[config.mk]
export PLATFORM = sky130hd
export DESIGN_NAME = btn_conditioner
export DESIGN_NICKNAME = d
export VERILOG_FILES = /design/src/rtl/btn_conditioner.sv
export SDC_FILE = /design/constraint.sdc
export NUM_CORES = 1
export LEC_CHECK = 0
export ABC_AREA = 1
export BUFFER_PORTS_ARGS = -buffer_cell sky130_fd_sc_hd__buf_2
export CAP_MARGIN = 20
export CORE_MARGIN = 4
export CORE_UTILIZATION = 45
export DETAILED_ROUTE_END_ITERATION = 7
export PLACE_DENSITY_LB_ADDON = 0.1
export SYNTH_ARGS = -nofsm -noshare
export SYNTH_HDL_FRONTEND = slang
export SYNTH_SLANG_ARGS = --single-unit
[constraint.sdc]
create_clock -name clk -period 9.6 [get_ports clk]
set_input_delay 0.96 -clock clk [delete_from_list [all_inputs] [get_ports clk]]
set_output_delay 0.96 -clock clk [all_outputs]
set_load 0.005 [all_outputs]
[src/rtl/btn_conditioner.sv]
// -----------------------------------------------------------------------------
// btn_conditioner
//
// Cleans up the raw Basys3 push-button pads for use by the CPU I/O port and
// control logic. Each channel is independent and passes through:
//   1. a 2-flop synchroniser (sync1 -> sync2)
//   2. a debounce counter that accepts a new level only after
//      DEBOUNCE_CYCLES consecutive samples disagree with the current level
//   3. a repeat FSM that turns a held button into a strobe train:
//      press, then REPEAT_DELAY cycles later, then every REPEAT_RATE cycles.
//
// There is no valid/ready handshake: every output is a plain registered
// level or a single-cycle pulse in the clk domain.
//
// Ports:
//   clk         board clock (100 MHz)
//   rst         asynchronous, active-high reset
//   btn_in      [N] raw button pads, asynchronous, active-high
//   btn_level   [N] debounced level
//   btn_press   [N] one-cycle pulse when the debounced level goes 0->1
//   btn_release [N] one-cycle pulse when the debounced level goes 1->0
//   btn_strobe  [N] press pulse plus auto-repeat pulses while held
//
// The per-channel repeat state (rpt[i].state / rpt[i].cnt) is kept in a
// packed struct so checkers can bind to it directly.
// -----------------------------------------------------------------------------
module btn_conditioner #(
    parameter int N               = 5,
    parameter int DEBOUNCE_CYCLES = 1_000_000,
    parameter int REPEAT_DELAY    = 50_000_000,
    parameter int REPEAT_RATE     = 10_000_000
) (
    input  logic         clk,
    input  logic         rst,
    input  logic [N-1:0] btn_in,
    output logic [N-1:0] btn_level,
    output logic [N-1:0] btn_press,
    output logic [N-1:0] btn_release,
    output logic [N-1:0] btn_strobe
);

    localparam int RPT_MAX = (REPEAT_DELAY > REPEAT_RATE) ? REPEAT_DELAY : REPEAT_RATE;
    localparam int DW      = $clog2(DEBOUNCE_CYCLES);
    localparam int RW      = $clog2(RPT_MAX);

    localparam logic [DW-1:0] DB_LAST    = DW'(DEBOUNCE_CYCLES - 1);
    localparam logic [RW-1:0] DELAY_LAST = RW'(REPEAT_DELAY - 1);
    localparam logic [RW-1:0] RATE_LAST  = RW'(REPEAT_RATE - 1);

    typedef enum logic [1:0] {
        RELEASED = 2'd0,
        DELAY    = 2'd1,
        REPEAT   = 2'd2
    } rpt_state_e;

    typedef struct packed {
        rpt_state_e      state;
        logic [RW-1:0]   cnt;
    } rpt_t;

    // Synchroniser
    logic [N-1:0]  sync1;
    logic [N-1:0]  sync2;

    // Debounce
    logic [DW-1:0] db_cnt     [N];
    logic [DW-1:0] db_cnt_nxt [N];
    logic [N-1:0]  level_nxt;
    logic [N-1:0]  press_nxt;
    logic [N-1:0]  release_nxt;

    // Repeat FSM
    rpt_t          rpt     [N];
    rpt_t          rpt_nxt [N];
    logic [N-1:0]  strobe_nxt;

    // -------------------------------------------------------------------------
    // Debounce next-state. A level change is accepted on the DEBOUNCE_CYCLES-th
    // consecutive disagreeing sample; any agreeing sample restarts the count.
    // -------------------------------------------------------------------------
    always_comb begin
        db_cnt_nxt  = '{default: '0};
        level_nxt   = btn_level;
        press_nxt   = '0;
        release_nxt = '0;
        for (int i = 0; i < N; i++) begin
            if (sync2[i] != btn_level[i]) begin
                if (db_cnt[i] == DB_LAST) begin
                    level_nxt[i]   = sync2[i];
                    press_nxt[i]   = sync2[i];
                    release_nxt[i] = ~sync2[i];
                end else begin
                    db_cnt_nxt[i] = db_cnt[i] + 1'b1;
                end
            end
        end
    end

    // -------------------------------------------------------------------------
    // Repeat FSM next-state. Decisions are made on the same edge the debounce
    // stage accepts a change, so the strobe lines up with btn_press, and a
    // release takes priority over a strobe due on that same edge.
    // -------------------------------------------------------------------------
    always_comb begin
        rpt_nxt    = rpt;
        strobe_nxt = '0;
        for (int i = 0; i < N; i++) begin
            case (rpt[i].state)
                RELEASED: begin
                    rpt_nxt[i].cnt = '0;
                    if (press_nxt[i]) begin
                        strobe_nxt[i]    = 1'b1;
                        rpt_nxt[i].state = DELAY;
                    end
                end
                DELAY: begin
                    if (release_nxt[i]) begin
                        rpt_nxt[i].state = RELEASED;
                        rpt_nxt[i].cnt   = '0;
                    end else if (rpt[i].cnt == DELAY_LAST) begin
                        strobe_nxt[i]    = 1'b1;
                        rpt_nxt[i].state = REPEAT;
                        rpt_nxt[i].cnt   = '0;
                    end else begin
                        rpt_nxt[i].cnt = rpt[i].cnt + 1'b1;
                    end
                end
                REPEAT: begin
                    if (release_nxt[i]) begin
                        rpt_nxt[i].state = RELEASED;
                        rpt_nxt[i].cnt   = '0;
                    end else if (rpt[i].cnt == RATE_LAST) begin
                        strobe_nxt[i]  = 1'b1;
                        rpt_nxt[i].cnt = '0;
                    end else begin
                        rpt_nxt[i].cnt = rpt[i].cnt + 1'b1;
                    end
                end
                default: begin
                    rpt_nxt[i].state = RELEASED;
                    rpt_nxt[i].cnt   = '0;
                end
            endcase
        end
    end

    // -------------------------------------------------------------------------
    // State registers
    // -------------------------------------------------------------------------
    always_ff @(posedge clk or posedge rst) begin
        if (rst) begin
            sync1       <= '0;
            sync2       <= '0;
            btn_level   <= '0;
            btn_press   <= '0;
            btn_release <= '0;
            btn_strobe  <= '0;
            for (int i = 0; i < N; i++) begin
                db_cnt[i]    <= '0;
                rpt[i].state <= RELEASED;
                rpt[i].cnt   <= '0;
            end
        end else begin
            sync1       <= btn_in;
            sync2       <= sync1;
            btn_level   <= level_nxt;
            btn_press   <= press_nxt;
            btn_release <= release_nxt;
            btn_strobe  <= strobe_nxt;
            for (int i = 0; i < N; i++) begin
                db_cnt[i] <= db_cnt_nxt[i];
                rpt[i]    <= rpt_nxt[i];
            end
        end
    end

endmodule

After elaboration in Yosys (flattened, before gate mapping)
Cells that the tools add are included.
{ "classes": {"addsub": 10, "n_eq_ne": 45, "mux": 100, "n_bitwise": 5, "n_reduce_logical": 15} }
{ "ops": {"columns": ["op", "n"], "rows": [
  ["$pmux W28 S3", 5],
  ["$mux W26", 15],
  ["$mux W20", 10],
  ["$mux W28", 5],
  ["$add A26 B1 Y26 const B", 5],
  ["$eq A26 B24 Y1 const B", 5],
  ["$eq A26 B26 Y1 const B", 5],
  ["$add A20 B1 Y20 const B", 5],
  ["$eq A20 B20 Y1 const B", 5],
  ["$mux W1", 45],
  ["$mux W2", 15],
  ["$ne A2 B2 Y1 const B", 10],
  ["$ne A3 B3 Y1 const B", 5],
  ["$pmux W1 S3", 5],
  ["$reduce_and A3 Y1", 5],
  ["$eq A2 B1 Y1 const B", 5],
  ["$eq A2 B2 Y1 const B", 5],
  ["$logic_not A2 Y1", 5],
  ["$reduce_and A2 Y1", 5],
  ["$ne A1 B1 Y1", 5],
  ["$not A1 Y1", 5]
]} }
{ "totals": {"register_bits": 270, "in_bits": 7, "output_inout_bits": 20, "elab_cells": 200} }

Longest topological paths before layout
Gate-level depths: netlist of run 1.
{ "depth": {"ltp_word": 5, "mapped_depth": 11, "mapped_depth_nobuf": 11} }

Least setup slack after synthesis of run 1
No wires, ideal clock.
{ "synth_timing": {"kind": "register -> register", "startpoint": "register rpt[112] (netlist bit)", "endpoint": "register rpt[114] (netlist bit)", "setup_ns": 0.120, "arrival_time_ns": 1.481, "required_ns": 9.480, "slack_ns": 7.999, "stages_incl_launch_ff": 10, "path_buffers": 1, "synth_period_minus_slack_ns": 1.601, "path_cell_list": "dfrtp_1 -> ha_1 -> nand3_2 -> nor3_1 -> nand3_1 -> nand3_2 -> nand2_1 -> inv_2 -> buf_6 -> nor2_1"} }
{ "synth_lines": {"columns": ["item", "line", "text"], "rows": [
  ["start: declaration", "73", "rpt_t rpt [N];"],
  ["start signal: indexed assignment", "172", "rpt[i] <= rpt_nxt[i];"]
]} }

==> results summary, run 1 <==
The total CTS buffers came out at 30. Of the total synthesized cell area, the portion taken by AND, OR, NAND and NOR gates is 34.1%. The path class of the tightest hold or removal check is register to register. The synthesized instance count came out at 1966.

The number of optimization iterations in the first detailed-route pass is 5. TritonCTS built the clock tree. Power spread over the standard cell area amounts to around 140 mW/mm^2. The area of the placeable core came out at 0.0327 sq mm. The sequential cell area is about 0.0068 sq mm. In this run the biggest area consumer among cell types represents 45.1% of the synthesized area. The placer congestion estimate came out at 0.913. The worst path in the final design needs a cycle of 2.16 ns, including I/O delays and setup. The via count of the routed design came out at 12392. The count of flip-flops with a built-in enable after synthesis is 0. Counting flops and latches in the post-synthesis netlist gives 270.

In this run the clock root is driven by a sky130_fd_sc_hd__clkbuf_16. The fraction of synthesized cell area in xor and xnor cells is 6.26%. The global-route wire length before repair is 56300 microns. The clock latency on the worst-skew pair is 0.55 ns. The HPWL after detailed placement is 23100 microns. By area the synthesized netlist is led by sky130_fd_sc_hd__dfrtp_1, sky130_fd_sc_hd__nand2_1, sky130_fd_sc_hd__nor2_1, sky130_fd_sc_hd__inv_1, sky130_fd_sc_hd__xor2_1.

The total power draw came out at 2.39 mW. For this run, design rule violations remaining after detail routing come to 0. The number of nets still failing antenna checks after routing came out at 0. The Yosys step of the flow raised 0 warnings. The floorplan row count came out at between 60 and 70. The worst path required time is 10.15 ns. The kind of launch point of the worst setup path is an input pin. The maximum clock rate came out at roughly 460 MHz. The pre-CTS setup slack came out at 6.77 ns. Port buffering added 26 buffers. The critical path is of the input pin to async pin type. In the routed layout, each cell is associated on average with a via count of ~5.0. The overall track demand over capacity in global routing came out at between 15 and 20%.

Gates resized during post-CTS repair numbered 0. The filler cell count in the final layout is 3282. The area of the mapped netlist is approximately 0.015 sq mm. The count of antenna diodes in the layout came out at 0. STA puts the critical path data arrival time at about 2.7 ns. The instance count after placement with tap cells included is roughly 2400.

The number of max-cap violations came out at 0. The synthesized design spends more area on one cell type than any other, namely sky130_fd_sc_hd__dfrtp_1. On the final layout, the worst clock skew is between 0.01 and 0.015 ns. The maximum root-to-sink buffer count came out at 3. The final worst-path cycle share came out at 22.5%. The worst setup margin is 7.44 ns. For this design the top-level I/O count stands at 27.

The total negative setup slack is 0 ns. The flow ran to the end, and the final reports show no timing, DRC or antenna violations. The number of post-CTS setup repair buffers is 0. Of the synthesized area, sequential elements account for 45.1%. After synthesis, the most frequently instantiated cells are sky130_fd_sc_hd__nand2_1, sky130_fd_sc_hd__nor2_1, sky130_fd_sc_hd__dfrtp_1. The starting utilization of the core area is 45.8%. Yosys instantiated no cell more often than sky130_fd_sc_hd__nand2_1.

The width of the die is 190 microns. The overall die height is 190 microns. The layout overhead on the synthesized area came out at 10.5%.

The die covers 0.0363 sq mm. The compound-cell area share of the yosys netlist is 6.53%. Setup violations remaining at the end of the flow were counted as 0. The non-filler instance count after layout is approximately 2500. The worst setup path is captured at an async pin.

In the synthesized netlist the dominant register cell turns out to be sky130_fd_sc_hd__dfrtp_1. The max-slew violation count came to 0. The pin count of the biggest net entering global routing is 136. The deepest level of the CTS H-tree came out at 1. When the netlist entered floorplanning its net count stood at 1983. The area of the multi-input gates came out at 0.00714 sq mm. In this run the worst path has a maximum fanout of 135.

The number of hold-repair buffers added at the cts stage came out at 0. The hold violation total from the final report is 0. The leakage power of the design came out at 7.03 nW. The detailed router finished its first iteration with 685 violations. The total number of nets in the final design is 2026. The average instance area after synthesis is 7.62 sq um. The normalized max-slew margin is 37.6%. Setup repair after global routing left no endpoint under its margin. The clock sink count came out at 270. After synthesis, the largest family of logic cells by area is simple AND/OR/NAND/NOR gates. The netlist uses 50 different library cells.

The sum of routed wire length over all layers came out at 32400 microns. The mean routed wirelength per cell came out at ~13 microns. The clock transition at the registers of the reported paths is around 0.06 ns. The number of antenna violations at the first check in global routing came to 0.

Global routing finished with a remaining overflow of 0. At the pin with the least slew margin, the transition time is 0.935 ns. The via count of the first global-routing pass is about 12000. The share of synthesized flip-flops with an asynchronous set or reset is 100%. The post-synthesis mux area share is 0%. The post-synthesis share of cell area spent on full adders, half adders and majority gates is less than 1%. The proportion of layout cells with a drive suffix above 1 is 7.53%. The worst-case IR drop observed on VDD is around 0.00013 V.
## cell families (layout without fill, tap and decap cells)
group / after synthesis / count (layout)
AO/OA/AOI/OAI: 171 / 171
adder cells (fa/ha/maj): 10 / 10
flip-flops: 270 / 270
AND/OR/NAND/NOR: 1150 / 1150
XOR/XNOR: 107 / 107
buffers and inverters: 258 / 323
## final timing paths
path                           from       endpoint  slack, ns  cells after the start
max in group clk            rpt[84]        rpt[85]       7.48                      6
hold / removal             sync1[4]       sync2[4]       0.35                      0
setup reg to reg            rpt[84]        rpt[85]       7.48                      6
setup / recovery                rst  btn_strobe[4]       7.44                      3
hold reg to reg            sync1[4]       sync2[4]       0.35                      0
min in group asynchronous       rst     db_cnt[57]       0.60                      2
## worst max-delay path, stage by stage
cell                    delay, ns
sky130_fd_sc_hd__buf_2       0.13
sky130_fd_sc_hd__inv_8       0.60
sky130_fd_sc_hd__buf_4       0.84
## stage by stage
stage / area [sq um] / utilization [%] / hold WS (ns)
6_report: 16500 / 50.6 / 0.350
3_3_place_gp: 15500 / 47.4 / 0.332
4_1_cts: 16500 / 50.6 / 0.350
5_1_grt: 16500 / 50.6 / 0.351
2_1_floorplan: 15000 / - / 0.331
3_5_place_dp: 15500 / 47.4 / 0.336
## report_power, final
part           internal, mW  switching (mW)  leakage, nW
Sequential             1.15         0.00475         3.74
Clock                 0.732           0.465        0.503
Combinational       0.00917          0.0374         2.79
## area by class of cell
type | count | area share [%]
multi-input combinational | 1438 | 43.1
clock inverter | 14 | 1.09
clock buffer | 40 | 5.19
sequential | 270 | 40.8
timing repair buffer | 28 | 0.877
inverter | 241 | 5.53
tap | 442 | 3.34
## metal layers
layer  part of all wire (%)  global-route usage (%)
met1                     50                    26.3
met2                     45                    28.6
met3                    3.1                    2.22
met4                    2.4                    4.61
met5                      0                       0
## registers in the layout, indices dropped and copies added, names as in the netlist
register     count
rpt            140
db_cnt         100
btn_level        5
btn_press        5
btn_release      5
btn_strobe       5
sync1            5
sync2            5
## layout by cell type, fill, tap and decap left out, types with 8 or more instances in the layout
| cell | Yosys | final |
|---|---|---|
| sky130_fd_sc_hd__inv_2 | 8 | 8 |
| sky130_fd_sc_hd__nor2_2 | 17 | 17 |
| sky130_fd_sc_hd__inv_1 | 232 | 231 |
| sky130_fd_sc_hd__clkbuf_16 | 0 | 31 |
| sky130_fd_sc_hd__nor2_1 | 392 | 392 |
| sky130_fd_sc_hd__xnor2_1 | 26 | 26 |
| sky130_fd_sc_hd__dfrtp_1 | 270 | 270 |
| sky130_fd_sc_hd__a31oi_1 | 8 | 8 |
| sky130_fd_sc_hd__nand3_1 | 137 | 137 |
| sky130_fd_sc_hd__nor3_2 | 9 | 9 |
| sky130_fd_sc_hd__o21ai_0 | 16 | 16 |
| sky130_fd_sc_hd__nand3_2 | 12 | 12 |
| sky130_fd_sc_hd__buf_2 | 1 | 26 |
| sky130_fd_sc_hd__ha_1 | 10 | 10 |
| sky130_fd_sc_hd__nor3b_1 | 11 | 11 |
| sky130_fd_sc_hd__a21oi_1 | 107 | 107 |
| sky130_fd_sc_hd__nor3_1 | 80 | 80 |
| sky130_fd_sc_hd__xor2_1 | 81 | 81 |
| sky130_fd_sc_hd__nand2_1 | 404 | 404 |
| sky130_fd_sc_hd__nand4_1 | 61 | 61 |
Power figures use the tool's default switching activity.
==> run 2: changes to the inputs <==
Clock period 9.6 ns to 1.8 ns, I/O delays scaled along.
==> results summary, run 2 (synthesized netlist as in run 1, its figures left out) <==
The run finished with clean final reports. The starting utilization of the core area came out at 45.8% (unchanged). The largest registers in the layout are rpt: 140 flops, db_cnt: 100 flops.

TritonCTS built the clock tree. The transition time of the tightest slew-check pin came out at 0.545 ns (-0.390 ns). In this run the worst setup path begins at rpt[1]. The via count of the first global-routing pass is 12486 (+5.1%). The post-route met1 wirelength was 16700 microns (+3.1%). The peak fanout along the critical path is 16 (-88%).

The root buffer selected by CTS is sky130_fd_sc_hd__clkbuf_16. The total power draw came out at 13.5 mW (+460%). The overall die height is 190 microns (unchanged).

The count of antenna diodes in the layout came out at 0 (unchanged). The global-route wire length before repair is 58700 microns (+4.2%). The worst setup path is launched from a register. The total power per unit cell area came out at 754 mW/mm^2 (+420%). The total negative setup slack came out at 0 ns (unchanged). The instance count after placement with tap cells included is 2484 (+2.7%). The worst clock skew came out at 0.0155 ns (+0.00547 ns).

The total CTS buffers came to 31 (+3.3%). The detailed-route DRC error count is 0 (unchanged). The maximum ir drop on the vdd rail was 0.000695 V (+430%).

The layout overhead on the synthesized area is 19.7%. The worst path required time came to 2.24 ns (-7.91 ns). By startpoint and endpoint, the worst setup path is classified as register to register. The path depth of the worst reg2reg path is 9 (+3).

The register-to-register setup slack is 0.09 ns (-7.39 ns). The clock sink count is 270 (unchanged). The total setup violations reported at the end of the flow is 0 (unchanged). In the layout the commonest cells are sky130_fd_sc_hd__nand2_1, sky130_fd_sc_hd__nor2_1, sky130_fd_sc_hd__dfrtp_1, sky130_fd_sc_hd__inv_1, sky130_fd_sc_hd__nand3_1. The max-slew violation count is 0 (unchanged).

The arrival time reported for the critical path endpoint is 2.14 ns (-0.57 ns). The maximum root-to-sink buffer count is 3 (unchanged). The path class of the tightest hold or removal check is input pin to async pin.

The number of nets still failing antenna checks after routing came out at 0 (unchanged). The floorplan row count is 66 (unchanged). The detailed route wirelength on metal2 came out at 16000 microns (+11%). The deepest level of the CTS H-tree came to 1 (unchanged). The half-perimeter wire length after placement is 24800 microns (+7.1%). The die area is 0.0363 sq mm (unchanged).

The clock transition at the registers of the reported paths is 0.07 ns (about the same). The number of max-cap violations was 0 (unchanged). The non-filler instance count after layout came out at 2568 (+3.8%). The number of antenna violations at the first check in global routing is 0 (unchanged). The number of flip-flops under the largest register name came out at 140 (unchanged). The count of port buffers added during placement came out at 26 (unchanged). The time the final worst path needs with I/O delays and setup came out at 1.71 ns. The worst setup margin is 0.0923 ns (-7.35 ns). The top layer used by detailed routing is met4. The overflow left after global routing is 0 (unchanged). The width of the die came out at 190 microns (unchanged). The proportion of layout cells with a drive suffix above 1 is 13.9% (+6.4 points). The mean routed wirelength per cell was 13.5 microns (+2.9%). The leakage power of the design is 7.66 nW (+8.9%). The placer congestion estimate is 0.880 (-3.6%). The number of optimization iterations in the first detailed-route pass came out at 6 (+1).

The pre-CTS setup slack is -0.0215 ns (-6.79 ns). The normalized max-slew margin is 63.5% (+26 points). The pin count of the biggest net entering global routing came out at 54 (-60%).

The maximum clock rate is between 500 and 600 MHz. In this run the critical register-to-register path is launched from rpt[1]. The length of routed met3 wiring came to 1280 microns (+26%). The vias per cell is 5.10 (+1.8%). After layout, the worst path uses a little over nine tenths of the clock period. The sum of routed wire length over all layers came to 34700 microns (+6.8%). The number of I/O pins came out at 27 (unchanged). The overall track demand over capacity in global routing is 18.7% (+0.69 points). The total number of nets in the final design is 2118 (+4.5%). The via count of the routed design is 13106 (+5.8%). The worst setup path is captured at a register. rpt holds more flip-flops than any other register. The most common library cell in the layout ignoring fill and taps is sky130_fd_sc_hd__nand2_1. The hold violation total from the final report is 0 (unchanged).

The clock latency on the worst-skew pair came out at 0.57 ns (+0.02 ns). The area of the placeable core was 0.0327 sq mm (unchanged). The number of DRC violations after detailed-routing iteration 0 is 940 (+37%). The destination of the worst register-to-register timing path is rpt[16].
[run 2: changes by cell type in the layout (fill, tap and decap cells not counted), moves of 5 or more]
cell / before / now
sky130_fd_sc_hd__buf_12: 0 / 16
sky130_fd_sc_hd__dlygate4sd3_1: 0 / 6
sky130_fd_sc_hd__ha_1: 10 / 4
sky130_fd_sc_hd__nand3_4: 2 / 7
sky130_fd_sc_hd__nand2_2: 3 / 8
sky130_fd_sc_hd__nand2_1: 404 / 399
sky130_fd_sc_hd__nor2_4: 1 / 7
sky130_fd_sc_hd__buf_4: 2 / 62
sky130_fd_sc_hd__nand3_1: 137 / 126
sky130_fd_sc_hd__nand3_2: 12 / 21
sky130_fd_sc_hd__nor2_1: 392 / 373
sky130_fd_sc_hd__nor2_2: 17 / 30
sky130_fd_sc_hd__clkinv_4: 0 / 6
[run 2: layer usage]
metal  vias up  track usage, %
met3        52            2.51
met5         -               0
li1       6627               -
met2       209            30.9
met4         0            3.70
met1      6218            26.6
[run 2: area by class of cell]
cell class	count	area (sq um)
clock buffers	32	790
clock inverters	26	372
fillers	3090	14800
inverters	241	918
multi-input cells	1441	7450
flip-flops and latches	270	6760
well taps	442	553
repair buffers	116	1080
[run 2: where the power goes]
part	switching [mW]	total, mW	internal, mW	leakage, nW
clock	2.68	7.06	4.38	0.565
combinational	0.214	0.320	0.106	3.36
sequential	0.0289	6.14	6.11	3.74
[run 2: metrics by stage]
stage	hold WS (ns)	util, %	instance area (sq um)
final	0.168	54.8	17900
after detailed placement	0.198	49.5	16200
after global placement	0.202	49.5	16200
after CTS	0.156	53.3	17400
after global routing	0.182	54.8	17900
after floorplan	0.211	-	15000
[run 2: how the worst max path moves through the flow]
stage	to	slack, ns
after floorplan	btn_level[0]	-1.95
after global placement	rpt[14]	0.06
after detailed placement	rpt[51]	-0.02
after CTS	rpt[14]	0.02
after global routing	db_cnt[92]	-0.01
final	rpt[16]	0.09
[run 2: repair_timing]
action / in CTS / in global routing
pin swaps: 1 / 21
hold endpoints to repair: 183 / 0
hold buffers: 6 / 0
setup buffers: 1 / 11
setup endpoints to repair: 33 / 161
gates resized for setup: 1 / 72
gates cloned: 0 / 8
[run 2: worst max-delay path, stage by stage (launching register included)]
cell and delay, ns:
sky130_fd_sc_hd__dfrtp_1 0.41, sky130_fd_sc_hd__ha_4 0.17, sky130_fd_sc_hd__nand2_2 0.08, sky130_fd_sc_hd__nor2_4 0.15, sky130_fd_sc_hd__nand2_1 0.07, sky130_fd_sc_hd__nor2_2 0.12
sky130_fd_sc_hd__nand4_1 0.18, sky130_fd_sc_hd__nand3_4 0.16, sky130_fd_sc_hd__buf_12 0.15, sky130_fd_sc_hd__a21oi_1 0.07
